## config.mk

```make
export PLATFORM = sky130hd
export DESIGN_NAME = add_stream_ctrl
export DESIGN_NICKNAME = d
export VERILOG_FILES = /design/src/rtl/add_stream_ctrl.sv
export SDC_FILE = /design/constraint.sdc
export NUM_CORES = 1
export LEC_CHECK = 0
export BUFFER_PORTS_ARGS = -buffer_cell sky130_fd_sc_hd__buf_2
export CAP_MARGIN = 30
export CELL_PAD_IN_SITES_DETAIL_PLACEMENT = 0
export CELL_PAD_IN_SITES_GLOBAL_PLACEMENT = 1
export CORE_MARGIN = 2
export CORE_UTILIZATION = 39
export DETAILED_ROUTE_END_ITERATION = 8
export MAX_ROUTING_LAYER = met4
export PLACE_DENSITY = 0.94
export SYNTH_ARGS = -nofsm -noshare
export SYNTH_HDL_FRONTEND = slang
export SYNTH_SLANG_ARGS = --single-unit
```

## constraint.sdc

```tcl
create_clock -name clk -period 8.4 [get_ports clk]
set_input_delay 1.68 -clock clk [delete_from_list [all_inputs] [get_ports clk]]
set_output_delay 1.68 -clock clk [all_outputs]
set_load 0.02 [all_outputs]
```

## src/rtl/add_stream_ctrl.sv

```systemverilog
// Stream front end for an external 33-bit-result prefix adder, with an optional accumulator.
// Optional build macro ADD_STREAM_SAT_EN: accumulate-mode carry-out saturates to all ones.
//   state | meaning
//   IDLE  | ready for a request
//   CALC  | adder operands registered, capture result
//   HOLD  | result presented until consumer takes it
module add_stream_ctrl #(
  parameter logic [31:0] ACC_INIT = 32'h0000_0000
) (
  input  logic        clk,
  input  logic        rst,
  input  logic        in_valid,
  output logic        in_ready,
  input  logic [31:0] in_a,
  input  logic [31:0] in_b,
  input  logic        in_cin,
  input  logic        in_acc,
  input  logic        in_clr,
  output logic [31:0] add_a,
  output logic [31:0] add_b,
  output logic        add_cin,
  input  logic [32:0] add_sum,
  output logic        out_valid,
  input  logic        out_ready,
  output logic [31:0] out_sum,
  output logic        out_cout,
  output logic [31:0] acc_val
);

  typedef enum logic [1:0] {
    IDLE = 2'd0,
    CALC = 2'd1,
    HOLD = 2'd2
  } state_t;

  state_t      state_q, state_d;
  logic [31:0] add_a_q, add_a_d;
  logic [31:0] add_b_q, add_b_d;
  logic        add_cin_q, add_cin_d;
  logic        acc_mode_q, acc_mode_d;
  logic [31:0] out_sum_q, out_sum_d;
  logic        out_cout_q, out_cout_d;
  logic [31:0] acc_q, acc_d;

  always_ff @(posedge clk or posedge rst) begin
    if (rst) begin
      state_q    <= IDLE;
      add_a_q    <= '0;
      add_b_q    <= '0;
      add_cin_q  <= 1'b0;
      acc_mode_q <= 1'b0;
      out_sum_q  <= '0;
      out_cout_q <= 1'b0;
      acc_q      <= ACC_INIT;
    end else begin
      state_q    <= state_d;
      add_a_q    <= add_a_d;
      add_b_q    <= add_b_d;
      add_cin_q  <= add_cin_d;
      acc_mode_q <= acc_mode_d;
      out_sum_q  <= out_sum_d;
      out_cout_q <= out_cout_d;
      acc_q      <= acc_d;
    end
  end

  always_comb begin
    state_d    = state_q;
    add_a_d    = add_a_q;
    add_b_d    = add_b_q;
    add_cin_d  = add_cin_q;
    acc_mode_d = acc_mode_q;
    out_sum_d  = out_sum_q;
    out_cout_d = out_cout_q;
    acc_d      = acc_q;
    case (state_q)
      IDLE: begin
        if (in_valid) begin
          add_a_d    = in_a;
          add_cin_d  = in_cin;
          acc_mode_d = in_acc;
          // clear happens before the add, so an accumulate sees ACC_INIT
          if (in_clr) acc_d = ACC_INIT;
          add_b_d    = in_acc ? acc_d : in_b;
          state_d    = CALC;
        end
      end
      CALC: begin
        out_sum_d  = add_sum[31:0];
        out_cout_d = add_sum[32];
`ifdef ADD_STREAM_SAT_EN
        if (acc_mode_q && add_sum[32]) out_sum_d = 32'hFFFF_FFFF;
`endif
        if (acc_mode_q) acc_d = out_sum_d;
        state_d = HOLD;
      end
      HOLD: begin
        if (out_ready) state_d = IDLE;
      end
      default: state_d = IDLE;
    endcase
  end

  assign in_ready  = (state_q == IDLE);
  assign out_valid = (state_q == HOLD);
  assign add_a     = add_a_q;
  assign add_b     = add_b_q;
  assign add_cin   = add_cin_q;
  assign out_sum   = out_sum_q;
  assign out_cout  = out_cout_q;
  assign acc_val   = acc_q;

endmodule

```

==> flow_metrics.env, run 1 <==
export IMPL_synthAdderAreaFrac=0
export IMPL_yosys_area_top_type_share=0.623
export IMPL_max_cap_viol_count=0
export IMPL_ir_drop_mv=0.263
export IMPL_synth_cells=403
export IMPL_required_ns=8.72
export IMPL_hpwlAfterDp_um=9970
export IMPL_globalplace_congestion=0.775
export IMPL_setup_violations=0
export IMPL_synth_edff_count=0
export IMPL_cts_buffers=17
export IMPL_final_cells=821
export IMPL_combinationalPowerShare=0.404
export IMPL_max_slew_margin_rel=0.386
export IMPL_status="completed"
export IMPL_drv_slew=0
export IMPL_switching_share=0.384
export IMPL_io_buffers=235
export IMPL_synth_compound_area_frac=0.0983
export IMPL_hold_start="out_sum[26]$_DFFE_PP0P_"
export IMPL_r2r_start="state_q[0]$_DFFE_PP0P_"
export IMPL_min_period_ns=2.95
export IMPL_ys_flop_type="dfrtp_1"
export IMPL_wl_um=13800
export IMPL_nNetsFinal=736
export IMPL_core_um2=13300
export IMPL_overflow=0
export IMPL_cp_end_kind="flip-flop"
export IMPL_drc=0
export IMPL_hold_path_class="reg -> reg"
export IMPL_clk_pin_slew_ns=0.05
export IMPL_drive_above_1_share=0.527
export IMPL_fmax_ghz=0.339
export IMPL_die_h_um=121
export IMPL_ys_ff_latch=133
export IMPL_synth_yosys_warnings=0
export IMPL_seqPwrFrac=0.361
export IMPL_tightest_slew_ns=0.921
export IMPL_rsz0062_at_grt="no"
export IMPL_grt_usage=0.198
export IMPL_startpoint_type="input port"
export IMPL_num_rows=42
export IMPL_synth_nets=507
export IMPL_arrival_ns=3.27
export IMPL_dieArea_um2=14700
export IMPL_dp_cells=787
export IMPL_diodes=0
export IMPL_tritoncts="done"
export IMPL_grt_max_degree=72
export IMPL_hold_violations=0
export IMPL_seq_area_frac_synth=0.623
export IMPL_power_density_nw_per_um2=444
export IMPL_avgSynthCellArea_um2=13.3
export IMPL_die_x_um=121
export IMPL_finalCritPeriodShare=0.351
export IMPL_async_flop_share=1.00
export IMPL_ant_nets=0
export IMPL_initial_core_util=0.402
export IMPL_postCtsSetupBuffers=0
export IMPL_wl_per_cell_um=16.8
export IMPL_p_int_mw=1.99
export IMPL_synth_most_common_cell="dfrtp_1"
export IMPL_h_tree_depth=4
export IMPL_first_iter_violations=254
export IMPL_synth_xor_xnor_area_share=0
export IMPL_crit_start="in_acc"
export IMPL_io_pins=236
export IMPL_hold_buffers=0
export IMPL_via_per_inst=5.04
export IMPL_synth_cell_area_um2=5350
export IMPL_cts_sinks=133
export IMPL_synthMuxAreaShare=0.141
export IMPL_power_switching_mw=1.24
export IMPL_p_clk_frac=0.235
export IMPL_synth_cell_types=19
export IMPL_fin_skew_ns=0.00384
export IMPL_clock_root_buffer="clkbuf_16"
export IMPL_vias=4138
export IMPL_final_setup_tns_ns=0
export IMPL_ctsResizeCount=0
export IMPL_timing_hold_ws_ns=0.499
export IMPL_leakage_nw=3.53
export IMPL_cp_max_fo=58
export IMPL_area_growth_pct=35.9
export IMPL_antenna_found_initial=0
export IMPL_clkLatencyLatePin_ns=0.40
export IMPL_cts_buffer_depth=2
export IMPL_critPathKind="in -> reg"
export IMPL_drt_pre_antenna_iters=4
export IMPL_first_global_vias=4303
export IMPL_netlist_top_cells_count="133 x dfrtp_1, 67 x mux2_2, 33 x nor2_1, 32 x a22o_1, 25 x nand3b_1"
export IMPL_synth_top_family_by_area="multiplexers"
export IMPL_synthSimpleGateAreaFrac=0.103
export IMPL_ys_top_cells_by_area="dfrtp_1 62%, mux2_2 14%, a22o_1 5.2%"
export IMPL_grt_pass1_wl_um=21700
export IMPL_synth_top_area_cell="dfrtp_1"
==> layout by cell type, fill, tap and decap left out, types with 4 or more instances in the layout <==
master,count
dfrtp_1,133
nand2b_1,24
nor2_1,33
a21oi_1,16
mux2_2,67
clkbuf_8,4
nand3b_1,25
a22o_1,32
clkbuf_16,17
buf_4,4
a31oi_1,24
buf_2,235
nor2b_1,10
==> cell families (layout without fill, tap and decap cells) <==
family | count (synthesis) | after routing
compound gates | 74 | 74
buf+inv | 33 | 275
flops | 133 | 133
mux | 67 | 67
simple gates | 96 | 96
==> cell type report <==
class,instances,area (um^2)
well taps,176,220
inverters,2,12.5
clock inverters,8,121
flip-flops and latches,133,3330
fillers,1164,6030
multi-input cells,237,1840
clock buffers,24,492
repair buffers,241,1250
==> flip-flops by register name, indices dropped and copies added, names as in the netlist <==
name	flops
state_q	2
acc_mode_q	1
out_cout	1
add_b	32
out_sum	32
add_a	32
add_cin	1
acc_val	32
==> power groups by stage <==
| stage | logic, mW | registers, mW | clock network [mW] |
|---|---|---|---|
| 6_report | 1.30 | 1.16 | 0.759 |
| 5_1_grt | 1.40 | 1.21 | 0.806 |
| 4_1_cts | 1.30 | 1.17 | 0.774 |
| 3_5_place_dp | 1.30 | 1.17 | 0 |
| 3_3_place_gp | 1.27 | 1.15 | 0 |
| 2_1_floorplan | 0.478 | 1.52 | 0 |
==> worst max-delay path, cell delays in order <==
cell	delay (ns)
buf_2	0.69
nor2b_1	0.55
a21oi_1	0.17
a21oi_1	0.17
==> metal layers <==
layer,GRT usage,wire (um),vias to the layer above
met1,0.246,5830,2046
met5,-,0,-
met2,0.319,6840,184
met3,0.0508,966,12
li1,-,-,1896
met4,0.0618,197,0
==> stage by stage <==
stage | setup slack (ns) | instance area [um^2] | total power, mW | utilization
finish | 5.45 | 7270 | 3.23 | 0.547
detailed placement | 5.05 | 6610 | 2.47 | 0.497
floorplan | 3.17 | 5350 | 2.00 | -
global route | 5.30 | 7270 | 3.42 | 0.547
CTS | 5.44 | 7220 | 3.24 | 0.543
global placement | 5.16 | 6610 | 2.43 | 0.497
==> path summary, 6_finish.rpt <==
kind	end	slack, ns	cells past startpoint
setup / recovery	add_b[24]$_DFFE_PP0P_	5.45	4
hold / removal	out_sum[26]$_DFFE_PP0P_	0.50	1
setup reg to reg	acc_val[24]$_DFFE_PP0P_	6.65	5
hold reg to reg	out_sum[26]$_DFFE_PP0P_	0.50	1
max in group asynchronous	add_a[6]$_DFFE_PP0P_	5.72	3
min in group asynchronous	add_a[11]$_DFFE_PP0P_	1.34	2
No activity file was read; power rests on OpenSTA's default activity.
==> run 2, diff against run 1 <==
--- a/config.mk
+++ b/config.mk
@@ -10,10 +10,10 @@
 export CELL_PAD_IN_SITES_DETAIL_PLACEMENT = 0
 export CELL_PAD_IN_SITES_GLOBAL_PLACEMENT = 1
 export CORE_MARGIN = 2
-export CORE_UTILIZATION = 39
+export CORE_UTILIZATION = 33
 export DETAILED_ROUTE_END_ITERATION = 8
 export MAX_ROUTING_LAYER = met4
-export PLACE_DENSITY = 0.94
+export PLACE_DENSITY = 0.85
 export SYNTH_ARGS = -nofsm -noshare
 export SYNTH_HDL_FRONTEND = slang
 export SYNTH_SLANG_ARGS = --single-unit
==> constraint.sdc (replaced) <==
create_clock -name clk -period 2.4 [get_ports clk]
set_input_delay 0.48 -clock clk [delete_from_list [all_inputs] [get_ports clk]]
set_output_delay 0.48 -clock clk [all_outputs]
set_load 0.02 [all_outputs]
==> flow_metrics.env, run 2 (synthesis results as in run 1) <==
export IMPL_status="completed"
export IMPL_cts_buffer_depth=2
export IMPL_wl_per_cell_um=16.4
export IMPL_cp_buffers_inverters=1
export IMPL_num_rows=46
export IMPL_dieArea_um2=17200
export IMPL_min_period_ns=1.84
export IMPL_final_setup_tns_ns=0
export IMPL_fin_util=0.461
export IMPL_drv_slew=0
export IMPL_total_power_mw=11.1
export IMPL_via_per_inst=4.73
export IMPL_fmax_ghz=0.544
export IMPL_clkLatencyLatePin_ns=0.40
export IMPL_p_int_mw=6.72
export IMPL_io_buffers=235
export IMPL_max_slew_margin_rel=0.716
export IMPL_globalplace_congestion=0.793
export IMPL_wl_um=14200
export IMPL_tritoncts="done"
export IMPL_critPathKind="reg -> out"
export IMPL_vias=4099
export IMPL_cp_slowest_stage_delay_ns=0.48
export IMPL_postCtsSetupBuffers=0
export IMPL_critPathSlowestCell="dfrtp_1"
export IMPL_p_clk_frac=0.219
export IMPL_switching_share=0.393
export IMPL_final_common_cell="buf_2"
export IMPL_hpwlAfterDp_um=10400
export IMPL_drt_pre_antenna_iters=4
export IMPL_grt_usage=0.172
export IMPL_cts_buffers=17
export IMPL_core_um2=15900
export IMPL_r2r_cells=3
export IMPL_rsz0062_at_grt="no"
export IMPL_ir_drop_mv=0.823
export IMPL_top_layer_used="met4"
export IMPL_tightest_slew_ns=0.426
export IMPL_first_iter_violations=231
export IMPL_setup_violations=0
export IMPL_antenna_found_initial=1
export IMPL_first_global_vias=4255
export IMPL_hold_buffers=0
export IMPL_wl_met3_um=826
export IMPL_hold_path_class="in -> async"
export IMPL_power_density_nw_per_um2=1510
export IMPL_drt_met1_wl_um=6290
export IMPL_cts_sinks=133
export IMPL_final_cell_mix="235 x buf_2, 133 x dfrtp_1, 67 x mux2_2"
export IMPL_nNetsFinal=741
export IMPL_fin_skew_ns=0.00620
export IMPL_required_ns=1.92
export IMPL_ctsResizeCount=0
export IMPL_worstPathCellList="nor2b_1 -> buf_2"
export IMPL_die_h_um=131
export IMPL_die_x_um=131
export IMPL_leakage_nw=3.53
export IMPL_h_tree_depth=4
export IMPL_grt_pass1_wl_um=22700
export IMPL_initial_core_util=0.337
export IMPL_critPathTopFamily="flip-flops"
export IMPL_max_cap_viol_count=0
export IMPL_arrival_ns=1.36
export IMPL_drive_above_1_share=0.531
export IMPL_seqPwrFrac=0.365
export IMPL_place_area_um2=6770
export IMPL_combinationalPowerShare=0.417
export IMPL_ant_nets=0
export IMPL_finalCritPeriodShare=0.766
export IMPL_cp_end_kind="primary output"
export IMPL_overflow=0
export IMPL_final_cell_area_um2=7320
export IMPL_clock_root_buffer="clkbuf_16"
export IMPL_path_depth=2
export IMPL_grt_max_degree=75
export IMPL_wl_met2_um=6900
export IMPL_drc=0
export IMPL_startpoint_type="flip-flop"
export IMPL_area_growth_pct=37.0
export IMPL_cp_max_fo=5
export IMPL_power_switching_mw=4.35
export IMPL_io_pins=236
export IMPL_clk_pin_slew_ns=0.06
export IMPL_hold_violations=0
[run 2: final timing paths]
check                                       startpoint                      end  slack [ns]
worst min-delay path                               rst   out_sum[8]$_DFFE_PP0P_        0.19
max in group asynchronous                          rst  out_sum[27]$_DFFE_PP0P_        1.84
min in group clk                              in_a[31]    add_a[31]$_DFFE_PP0P_        0.30
worst max-delay path            state_q[1]$_DFFE_PP0P_                out_valid        0.56
worst min register to register   add_a[11]$_DFFE_PP0P_    add_a[11]$_DFFE_PP0P_        0.50
worst max register to register  state_q[1]$_DFFE_PP0P_    add_a[24]$_DFFE_PP0P_        0.76
[run 2: power groups by stage]
stage | clock network (mW) | registers (mW) | logic [mW]
global placement | 0 | 4.02 | 4.52
CTS | 2.50 | 4.05 | 4.68
global route | 2.61 | 4.19 | 4.92
floorplan | 0 | 5.34 | 1.67
finish | 2.42 | 4.04 | 4.61
detailed placement | 0 | 4.07 | 4.67
[run 2: cell type report]
class                      count  area, um^2
timing repair buffer         246        1320
sequential                   133        3330
clock buffer                  23         478
clock inverter                 9        77.6
tap                          216         270
fill                        1524        8560
antenna                        1        2.50
inverter                       2        11.3
multi-input combinational    237        1840
[run 2: routing by layer]
metal / track usage / vias up
li1: - / 1901
met1: 0.209 / 2014
met2: 0.274 / 158
met3: 0.0544 / 26
met4: 0.0543 / 0
met5: - / -
[run 2: stage by stage]
stage | cells | worst slack [ns] | hold slack, ns
after floorplan | 403 | 0.269 | 0.495
after global placement | 833 | 0.580 | 0.485
after detailed placement | 834 | 0.677 | 0.490
after CTS | 866 | 0.550 | 0.184
after global routing | 867 | 0.477 | 0.195
final | 867 | 0.562 | 0.191
[run 2: tightest hold or removal path, stage by stage]
cell and delay, ns:
buf_2 0.11, clkinvlp_4 0.10, buf_12 0.29
==> run 3, diff against run 2 <==
--- a/config.mk
+++ b/config.mk
@@ -5,15 +5,16 @@
 export SDC_FILE = /design/constraint.sdc
 export NUM_CORES = 1
 export LEC_CHECK = 0
+export ABC_AREA = 1
 export BUFFER_PORTS_ARGS = -buffer_cell sky130_fd_sc_hd__buf_2
 export CAP_MARGIN = 30
 export CELL_PAD_IN_SITES_DETAIL_PLACEMENT = 0
 export CELL_PAD_IN_SITES_GLOBAL_PLACEMENT = 1
 export CORE_MARGIN = 2
-export CORE_UTILIZATION = 33
+export CORE_UTILIZATION = 34
 export DETAILED_ROUTE_END_ITERATION = 8
 export MAX_ROUTING_LAYER = met4
-export PLACE_DENSITY = 0.85
+export PLACE_DENSITY = 0.89
 export SYNTH_ARGS = -nofsm -noshare
 export SYNTH_HDL_FRONTEND = slang
 export SYNTH_SLANG_ARGS = --single-unit
==> constraint.sdc (replaced) <==
create_clock -name clk -period 1.7 [get_ports clk]
set_input_delay 0.34 -clock clk [delete_from_list [all_inputs] [get_ports clk]]
set_output_delay 0.34 -clock clk [all_outputs]
set_load 0.02 [all_outputs]
==> flow_metrics.env, run 3 <==
export IMPL_crit_start="state_q[0]$_DFFE_PP0P_"
export IMPL_required_ns=1.36
export IMPL_synth_nets=913
export IMPL_yosys_area_top_type_share=0.549
export IMPL_ys_ff_latch=133
export IMPL_cp_max_fo=12
export IMPL_grt_usage=0.218
export IMPL_final_cell_mix="486 x nand2_1, 234 x buf_2, 133 x dfrtp_1"
export IMPL_final_fill_count=1771
export IMPL_cp_slowest_stage_delay_ns=0.39
export IMPL_rsz0062_at_grt="no"
export IMPL_grt_pass1_wl_um=30400
export IMPL_synth_top_family_by_area="simple AND/OR/NAND/NOR gates"
export IMPL_max_slew_margin_rel=0.557
export IMPL_clk_pin_slew_ns=0.06
export IMPL_io_pins=236
export IMPL_final_cells=1276
export IMPL_first_iter_violations=316
export IMPL_synthSimpleGateAreaFrac=0.380
export IMPL_synth_cell_types=14
export IMPL_cts_buffer_depth=2
export IMPL_cts_sinks=133
export IMPL_clock_root_buffer="clkbuf_16"
export IMPL_status="completed"
export IMPL_final_common_cell="nand2_1"
export IMPL_die_h_um=138
export IMPL_first_global_vias=5810
export IMPL_async_flop_share=1.00
export IMPL_finalCritPeriodShare=0.948
export IMPL_clkLatencyLatePin_ns=0.41
export IMPL_startpoint_type="flip-flop"
export IMPL_antenna_found_initial=3
export IMPL_synth_cells=809
export IMPL_power_density_nw_per_um2=2000
export IMPL_synthMuxAreaShare=0
export IMPL_cts_buffers=17
export IMPL_synth_compound_area_frac=0.00165
export IMPL_hold_start="in_a[3]"
export IMPL_rr_endpoint="add_b[24]$_DFFE_PP0P_"
export IMPL_fmax_ghz=0.620
export IMPL_critPathKind="reg -> out"
export IMPL_drt_pre_antenna_iters=4
export IMPL_r2r_cells=7
export IMPL_netlist_top_cells_count="487 x nand2_1, 133 x dfrtp_1, 66 x nand3_1, 35 x inv_1, 33 x nor2_1"
export IMPL_ys_top_cells_by_area="dfrtp_1 55%, nand2_1 30%, nand3_1 5.4%"
export IMPL_ys_flop_type="dfrtp_1"
export IMPL_grt_max_degree=67
export IMPL_cp_common_cell="buf_4"
export IMPL_tightest_slew_ns=0.665
export IMPL_r2r_slack_ns=0.27
export IMPL_whs_path_depth=3
export IMPL_cp_end_kind="primary output"
export IMPL_critPathSlowestCell="dfrtp_1"
export IMPL_min_to="add_a[3]$_DFFE_PP0P_"
export IMPL_drv_slew=0
export IMPL_final_cell_area_um2=8080
export IMPL_die_x_um=138
export IMPL_initial_core_util=0.349
export IMPL_hpwlAfterDp_um=14100
export IMPL_globalplace_congestion=0.827
export IMPL_hold_path_class="in -> reg"
export IMPL_seq_area_frac_synth=0.549
export IMPL_synth_top_area_cell="dfrtp_1"
export IMPL_min_period_ns=1.61
export IMPL_leakage_nw=4.89
export IMPL_ir_drop_mv=0.847
export IMPL_fin_skew_ns=0.00959
export IMPL_dieArea_um2=18900
export IMPL_synth_most_common_cell="nand2_1"
export IMPL_r2r_start="state_q[0]$_DFFE_PP0P_"
export IMPL_wl_per_cell_um=15.3
export IMPL_worstPathCellList="buf_4 -> nor2_2 -> buf_4"
export IMPL_tritoncts="done"
export IMPL_max_cap_viol_count=0
export IMPL_synthAdderAreaFrac=0
export IMPL_via_per_inst=4.61
export IMPL_synth_xor_xnor_area_share=0
export IMPL_h_tree_depth=4
export IMPL_wl_um=19500
export IMPL_dp_cells=1241
export IMPL_area_growth_pct=33.3
export IMPL_ant_nets=0
export IMPL_hold_violations=0
export IMPL_nNetsFinal=1141
export IMPL_io_buffers=235
export IMPL_place_area_um2=7500
export IMPL_drive_above_1_share=0.276
export IMPL_overflow=0
export IMPL_synth_yosys_warnings=0
export IMPL_core_um2=17400
export IMPL_setup_violations=0
export IMPL_avgSynthCellArea_um2=7.49
export IMPL_vias=5888
export IMPL_arrival_ns=1.27
export IMPL_synth_cell_area_um2=6060
export IMPL_synth_edff_count=0
export IMPL_drc=0
export IMPL_final_setup_tns_ns=0
export IMPL_num_rows=48
export IMPL_total_power_mw=16.2
## run 3: worst max-delay path by stage
stage / to / slack [ns] / cells after the start
after floorplan: acc_mode_q$_DFFE_PP0P_ / -0.29 / 1
after global placement: acc_val[29]$_DFFE_PP0P_ / 0.23 / 6
after detailed placement: acc_val[29]$_DFFE_PP0P_ / 0.24 / 6
after CTS: out_valid / 0.02 / 3
after global routing: out_valid / 0.01 / 3
final: out_valid / 0.09 / 3
## run 3: timing repair
item	4_1_cts	5_1_grt
gates resized for setup	1	2
buffers inserted	1	0
hold buffers	1	0
pin swaps	0	0
hold endpoints to repair	5	0
endpoints found under the setup margin	1	1
## run 3: cell type report
class / count / area [um^2] / area share
tap: 225 / 282 / 0.0348
timing repair buffer: 257 / 1450 / 0.179
clock inverter: 4 / 47.5 / 0.00588
multi-input combinational: 591 / 2330 / 0.288
antenna: 4 / 10.0 / 0.00124
clock buffer: 25 / 495 / 0.0613
sequential: 133 / 3330 / 0.412
inverter: 37 / 145 / 0.0180
## run 3: through the flow
step / setup slack, ns / util / hold slack (ns)
2_1_floorplan: -0.291 / - / 0.447
3_3_place_gp: 0.234 / 0.432 / 0.282
3_5_place_dp: 0.241 / 0.432 / 0.278
4_1_cts: 0.0163 / 0.465 / 0.100
5_1_grt: 0.0105 / 0.465 / 0.108
6_report: 0.0882 / 0.466 / 0.117
## run 3: cells by family after synthesis
family | Yosys count
DFF | 133
AOI/OAI and AO/OA | 2
buffers and inverters | 85
and+or+nand+nor | 589
## run 3: where the power goes
group          switching (mW)  internal (mW)
registers               0.895           4.62
clock network            1.29           2.14
logic                    4.91           2.33
## run 3: critical path, delay by kind of cell (launching register included)
kind / cells / cell delay (ns)
buf+inv: 2 / 0.35
simple gates: 1 / 0.13
flops: 1 / 0.39
## run 3: layer usage
metal  vias to the layer above  global-route usage  part of all wire
met5                         -                   -                 0
met4                         0              0.0624             0.013
met3                        17              0.0655             0.079
met2                       224               0.355              0.50
met1                      2744               0.263              0.41
li1                       2903                   -                 -
